## src/rtl/gate_lab_pkg.sv

```systemverilog
// Shared mode encoding for gate_lab. GATE_LAB_XNOR_EN adds a sixth mode (XNOR)
// and moves the wrap point to it.
package gate_lab_pkg;

  localparam int MODE_W = 3;

  typedef enum logic [MODE_W-1:0] {
    MODE_NAND = 3'd0,
    MODE_NOT  = 3'd1,
    MODE_AND  = 3'd2,
    MODE_OR   = 3'd3,
    MODE_XOR  = 3'd4
`ifdef GATE_LAB_XNOR_EN
    , MODE_XNOR = 3'd5
`endif
  } mode_e;

`ifdef GATE_LAB_XNOR_EN
  localparam mode_e MODE_LAST = MODE_XNOR;
`else
  localparam mode_e MODE_LAST = MODE_XOR;
`endif

  // Anything at or past the last legal code (including SEU-corrupted codes) wraps to 0.
  function automatic logic [MODE_W-1:0] mode_next(input logic [MODE_W-1:0] m);
    return (m >= MODE_LAST) ? '0 : m + 1'b1;
  endfunction

endpackage

```

## src/rtl/btn_debounce.sv

```systemverilog
// Button conditioner: 2-flop synchroniser, consecutive-cycle debounce counter
// and a one-cycle pulse on each rising edge of the accepted level.
module btn_debounce #(
  parameter int DB_CYCLES = 65536
) (
  input  logic CLK,
  input  logic RST_N,
  input  logic in,
  output logic level,
  output logic rise
);

  localparam int CNT_W = (DB_CYCLES > 2) ? $clog2(DB_CYCLES) : 1;
  localparam logic [CNT_W-1:0] CNT_LAST = CNT_W'(DB_CYCLES - 1);

  logic             s1_q, s2_q;
  logic             stable_q, stable_d;
  logic             prev_q;
  logic [CNT_W-1:0] cnt_q, cnt_d;

  // Counter tracks how long the synced input has disagreed with the accepted level.
  always_comb begin
    stable_d = stable_q;
    cnt_d    = '0;
    if (s2_q != stable_q) begin
      if (cnt_q == CNT_LAST) stable_d = s2_q;
      else                   cnt_d    = cnt_q + 1'b1;
    end
  end

  always_ff @(posedge CLK or negedge RST_N) begin
    if (!RST_N) begin
      s1_q     <= 1'b0;
      s2_q     <= 1'b0;
      stable_q <= 1'b0;
      cnt_q    <= '0;
      prev_q   <= 1'b0;
    end else begin
      s1_q     <= in;
      s2_q     <= s1_q;
      stable_q <= stable_d;
      cnt_q    <= cnt_d;
      prev_q   <= stable_q;
    end
  end

  assign level = stable_q;
  assign rise  = stable_q & ~prev_q;

endmodule

```

## src/rtl/gate_lab.sv

```systemverilog
// Run-time selectable WIDTH-bit logic unit with PWM-dimmed LED output.
// Define GATE_LAB_XNOR_EN to add XNOR as mode 5.
module gate_lab
  import gate_lab_pkg::*;
#(
  parameter int WIDTH     = 2,
  parameter int DB_CYCLES = 65536,
  parameter int PWM_BITS  = 8
) (
  input  logic                CLK,
  input  logic                RST_N,
  input  logic [WIDTH-1:0]    A,
  input  logic [WIDTH-1:0]    B,
  input  logic                MODE_BTN,
  input  logic [PWM_BITS-1:0] DUTY,
  output logic [WIDTH-1:0]    LED,
  output logic [MODE_W-1:0]   MODE
);

  logic [1:0][WIDTH-1:0] a_sync_q, b_sync_q;
  logic [MODE_W-1:0]     mode_q, mode_d;
  logic [WIDTH-1:0]      result_q, result_d;
  logic [WIDTH-1:0]      led_q, led_d;
  logic [PWM_BITS-1:0]   pwm_cnt_q;
  logic                  pwm_on;
  logic                  btn_rise;
  logic                  btn_level_unused;

  btn_debounce #(.DB_CYCLES(DB_CYCLES)) u_mode_btn (
    .CLK   (CLK),
    .RST_N (RST_N),
    .in    (MODE_BTN),
    .level (btn_level_unused),
    .rise  (btn_rise)
  );

  assign mode_d = btn_rise ? mode_next(mode_q) : mode_q;

  // Uses the registered mode, so a simultaneous mode/operand change never mixes.
  always_comb begin
    result_d = ~(a_sync_q[1] & b_sync_q[1]);
    case (mode_e'(mode_q))
      MODE_NOT:  result_d = ~a_sync_q[1];
      MODE_AND:  result_d = a_sync_q[1] & b_sync_q[1];
      MODE_OR:   result_d = a_sync_q[1] | b_sync_q[1];
      MODE_XOR:  result_d = a_sync_q[1] ^ b_sync_q[1];
`ifdef GATE_LAB_XNOR_EN
      MODE_XNOR: result_d = ~(a_sync_q[1] ^ b_sync_q[1]);
`endif
      default:   result_d = ~(a_sync_q[1] & b_sync_q[1]);
    endcase
  end

  assign pwm_on = (pwm_cnt_q < DUTY);
  assign led_d  = result_q & {WIDTH{pwm_on}};

  always_ff @(posedge CLK or negedge RST_N) begin
    if (!RST_N) begin
      a_sync_q  <= '0;
      b_sync_q  <= '0;
      mode_q    <= '0;
      result_q  <= '0;
      led_q     <= '0;
      pwm_cnt_q <= '0;
    end else begin
      a_sync_q  <= {a_sync_q[0], A};
      b_sync_q  <= {b_sync_q[0], B};
      mode_q    <= mode_d;
      result_q  <= result_d;
      led_q     <= led_d;
      pwm_cnt_q <= pwm_cnt_q + 1'b1;
    end
  end

  assign LED  = led_q;
  assign MODE = mode_q;

endmodule

```

## config.mk

```make
export PLATFORM = sky130hd
export DESIGN_NAME = gate_lab
export DESIGN_NICKNAME = d
export VERILOG_FILES = /design/src/rtl/gate_lab_pkg.sv /design/src/rtl/btn_debounce.sv /design/src/rtl/gate_lab.sv
export SDC_FILE = /design/constraint.sdc
export NUM_CORES = 1
export LEC_CHECK = 0
export CAP_MARGIN = 20
export CELL_PAD_IN_SITES_DETAIL_PLACEMENT = 1
export CELL_PAD_IN_SITES_GLOBAL_PLACEMENT = 1
export CORE_MARGIN = 3
export CORE_UTILIZATION = 30
export DETAILED_ROUTE_END_ITERATION = 7
export HOLD_SLACK_MARGIN = 0.03
export PLACE_DENSITY = 0.64
export SETUP_SLACK_MARGIN = 0.05
export SLEW_MARGIN = 25
export SYNTH_ARGS = -nofsm -noshare
export SYNTH_HDL_FRONTEND = slang
export SYNTH_HIERARCHICAL = 1
export SYNTH_SLANG_ARGS = --single-unit
```

## constraint.sdc

```tcl
create_clock -name CLK -period 2.05 [get_ports CLK]
set_input_delay 0.41 -clock CLK [delete_from_list [all_inputs] [get_ports CLK]]
set_output_delay 0.41 -clock CLK [all_outputs]
set_load 0.005 [all_outputs]
```

Word level (Yosys, flattened, before mapping)
Cells that the tools add are included.

word-level totals
  bits in registers = 43
  input bits = 15

cells by class
  add/sub/neg operators = 3
  order comparisons = 2
  equal/unequal tests = 6
  multiplexer cells = 4
  bitwise logic cells = 8
  reductions and logical operators = 1

operator list
  operator               number
  $mux 16                2
  $add 16x1->16 const B  1
  $eq 16x16->1 const B   1
  $add 8x1->8 const B    1
  $lt 8x8->1             1
  $pmux 2 s4             1
  $eq 3x2->1 const B     2
  $and 2x2->2            2
  $not 2->2              2
  $add 3x1->3 const B    1
  $eq 3x1->1 const B     1
  $eq 3x3->1 const B     1
  $ge 3x3->1 const B     1
  $mux 3                 1
  $or 2x2->2             1
  $reduce_and 2->1       1
  $xor 2x2->2            1
  $and 1x1->1            1
  $ne 1x1->1             1
  $not 1->1              1

Depth between registers and ports, before layout
  word-level depth = 3
  mapped depth = 6

By module
Netlist, hierarchy kept.

by module, submodules not included
  module        instances  cells each  area an instance (µm²)  sequential area each (µm²)
  gate_lab      1          106         1154.9                  575.6
  btn_debounce  1          87          902.1                   500.5

Worst setup path after synthesis
Ideal clock, no wire load.

  kind = register to register
  start point = register u_mode_btn.cnt_q[8]
  end point = register u_mode_btn.cnt_q[13]
  setup time = 0.077 ns
  arrival = 1.448 ns
  path slack = 0.524 ns
  cell stages (with the launch flop) = 5
  period minus slack after synthesis = 1.526 ns
  path through = dfrtp_1 nand3_2 or4_4 or3_1 a21oi_1

between the ends
  cells in the longest elaborated chain, start to end = 3

RTL lines
  what                                                  RTL line                                text
  start: declaration                                    btn_debounce.sv:19                      logic [CNT_W-1:0] cnt_q, cnt_d;
  start signal: assignment                              btn_debounce.sv:42                      cnt_q <= cnt_d;
  $add 16x1->16 / $eq 16x16->1 (equally long branches)  btn_debounce.sv:27, btn_debounce.sv:26
  $mux 16 *                                             btn_debounce.sv:26                      if (cnt_q == CNT_LAST) stable_d = s2_q;
  $mux 16 *                                             btn_debounce.sv:25                      if (s2_q != stable_q) begin
  via u_mode_btn.cnt_d[13]                              btn_debounce.sv:19

The timed path passes the listed nets; every way through them passes the cells marked *.
A chain may end at the register's enable or synchronous reset.

Worst setup path in the final report
  start point = register mode_q[2], in the netlist MODE[2]
  end point = output port MODE[2]

RTL lines
  what                      RTL line        text
  start: declaration        gate_lab.sv:21  logic [MODE_W-1:0] mode_q, mode_d;
  start signal: assignment  gate_lab.sv:68  mode_q <= mode_d;
  end: declaration          gate_lab.sv:17  output logic [MODE_W-1:0] MODE

No word-level cell between the ends.

==> summary.md <==
| Metric | Value |
|---|---|
| Ratio of cells with drive above 1 in the final layout | 0.08559 |
| Synth top area share | 0.5231 |
| Crit-path slowest cell | clkdlybuf4s50_1 |
| Status | complete, no violations |
| Largest net degree at the start of global routing | 44 |
| DR DRC count | 0 |
| Cell Chain, Critical Path | clkdlybuf4s50_1 |
| 1st-pass router iterations | 4 |
| Peak VDD IR | 0.0003669 V |
| Placed cells | 291 |
| Area growth, synth to finish | 20.62% |
| Crit. Startpoint | MODE[2]$_DFFE_PN0P_ |
| CP max FO | 9 |
| CP Class | register to output pin |
| Final Util | 0.3820 |
| Final nets | approximately 250 |
| Post-CTS sizing | 0 |
| Synth Instances | 193 |
| Clock transition at path regs | roughly 90 ps |
| WP buf/inv | 1 |
| Port buffer count | 19 |
| Avg WL per Cell | 13.19 µm |
| Vias/cell | 4.853 |
| Synth top area cells | dfrtp_1, ha_1, xnor2_1 |
| Final hold violations | 0 |
| Final non-filler cell total | 299 |
| Final Slew Violations | 0 |
| Final wirelength | about 3900 µm |
| Finished Cell Area | 2481 µm² |
| WP data arrival | approximately 1400 ps |
| # IOs | 20 |
| Power per cell area | around 670 nW/µm² |
| Final Skew | ~10 ps |
| DR vias | 1451 |
| Count of different cell masters after synthesis | 30 |
| Tightest Pin Transition | approximately 540 ps |
| Die ar. | 7886 µm² |
| Placed instance area | 2360 µm² |
| Die width | 88.81 µm |
| Hold crit path type | input pin to asynchronous set/reset pin |
| TritonCTS clock tree | yes |
| Yosys reg bits | 43 |
| Num CTS Buffers | 5 |
| Fmax | ~570 MHz |
| Antenna violations before repair | 0 |
| Syn nets | 226 |
| Clock latency on the worst-skew pair | 290 ps |
| Core area | 6495 µm² |
| RSZ-0062 raised after global routing | no |
| Syn Area/Cell | about 11 µm² |
| H-Tree Depth | 2 |
| TNS Setup | 0 ps |
| CP endpoint kind | output pin |
| Kind of cell adding the most delay to the critical path | buffers and inverters |
| Global placement routability congestion | 0.7237 |
| Post-CTS Hold Fix Bufs | 0 |
| Post-CTS Setup Bufs | 0 |
| Slew HR | 0.6413 |
| Rows | 29 |
| Routed Antenna Nets | 0 |
| Seq/Total Area, Yosys | 0.5231 |
| Mapped Area | 2057 µm² |
| Initial Utilization | 0.3167 |
| Max Root-Sink Buffers | 2 |
| Clk sinks | 43 |
| Root Driver | clkbuf_8 |
| Initial drt markers | 47 |
| Startpoint Class | register |
| YS warnings | 6 |
| Pre-CTS worst setup slack | ~220 ps |
| GRT Residual Overflow | 0 |
| Vias in the first global route | about 1400 |
| Worst stage delay on the critical path | 560 ps |
| Max cap viols | 0 |
| GR Util All Layers | 0.1106 |
| Post-DP HPWL | 2967 µm |
| Final period utilization | 0.8611 |
| Fin crit period | roughly 1800 ps |
| Die Y | 88.81 µm |
| Final Setup Violations | 0 |
| Critical path data required time | between 1500 and 2000 ps |
| Cell taking the most area after synthesis | dfrtp_1 |
| RR Startpoint | u_mode_btn/cnt_q[3]$_DFF_PN0_ |
| Ant diodes | 0 |
| Leakage | ~1.1 nW |
| Setup ws final | 284.8 ps |
| First-pass GRT wire length | 6727 µm |
where the power goes:
group          internal [W]  switching (W)   total, W
Clock              0.000401       0.000295   0.000695
Combinational     0.0000514      0.0000466  0.0000981
Sequential         0.000867      0.0000120   0.000879
Total               0.00132       0.000353    0.00167
routing by layer:
| metal | vias up | routed length (µm) | global-route usage |
|---|---|---|---|
| met5 | - | 0 | 0 |
| met4 | 0 | 23 | 0.03297 |
| met3 | 2 | 159 | 0.03166 |
| met2 | 21 | 1898 | 0.1808 |
| met1 | 716 | 1861 | 0.1420 |
| li1 | 712 | - | - |
cells by family (layout without fill, tap and decap cells):
group | count (synthesis) | in the layout | synth area share
compound gates | 28 | 28 | 0.08577
mux | 1 | 1 | 0.005474
xor+xnor | 18 | 18 | 0.07665
simple gates | 61 | 61 | 0.1551
fa+ha+maj | 18 | 18 | 0.1095
flops | 43 | 43 | 0.5231
buf+inv | 24 | 53 | 0.04440
synth_stat cells:
master     n
nor2_1    17
nand2b_1   1
nor2b_1    3
and2_1     2
or3_1      3
a2111o_1   1
mux2_2     1
clkbuf_1   1
and3_2     2
and3_1     2
inv_1     22
nand4_1    5
xor2_1     3
nor3_1     3
o21ai_0   10
nand3_1   11
nand2_1    7
a41o_1     1
o211ai_1   2
xnor2_1   15
a32oi_1    2
a21oi_1    8
ha_1      18
a31oi_1    2
dfrtp_1   43
o211a_1    2
buf_2      1
nand3_2    2
or4_4      1
nor4_1     2
sequential cells by signal, summed over array words and instances, names as in the netlist, 2 cells and up:
| name | count |
|---|---|
| b_sync_q | 4 |
| pwm_cnt_q | 8 |
| MODE | 3 |
| a_sync_q | 4 |
| result_q | 2 |
| LED | 2 |
| u_mode_btn/cnt_q | 16 |
final cells by class:
cell class                 count  area [µm²]
clock buffer                   6       82.58
clock inverter                 2       38.79
fill                         740        4014
inverter                      22       82.58
multi-input combinational    126       889.6
sequential                    43        1076
tap                           77       96.34
timing repair buffer          23       215.2
final timing paths:
check	slack (ps)	to	cells past startpoint
worst max-delay path	280	MODE[2]	1
worst min-delay path	180	b_sync_q[2]$_DFF_PN0_	2
worst max register to register	370	u_mode_btn/cnt_q[13]$_DFF_PN0_	4
worst min register to register	350	u_mode_btn/s2_q$_DFF_PN0_	0
max in group asynchronous	1500	u_mode_btn/cnt_q[5]$_DFF_PN0_	2
min in group CLK	350	u_mode_btn/s2_q$_DFF_PN0_	0
cells in the final DEF (no fill, tap or decap), types with 5 or more instances in the layout:
cell type / instances
nand4_1: 5
clkbuf_8: 6
nand3_1: 11
a21oi_1: 8
ha_1: 18
nand2_1: 7
nor2_1: 17
xnor2_1: 15
clkdlybuf4s50_1: 18
inv_1: 22
dfrtp_1: 43
o21ai_0: 10
per-stage QoR:
| stage | total power (W) | hold slack [ps] |
|---|---|---|
| 5_1_grt | 0.001753 | 215.7 |
| 4_1_cts | 0.001706 | 186.4 |
| 3_3_place_gp | 0.0009955 | 331.1 |
| 2_1_floorplan | 0.0009306 | 114.4 |
| 6_report | 0.001673 | 175.3 |
| 3_5_place_dp | 0.0009982 | 335.8 |
(Power assumes the default switching activity.)
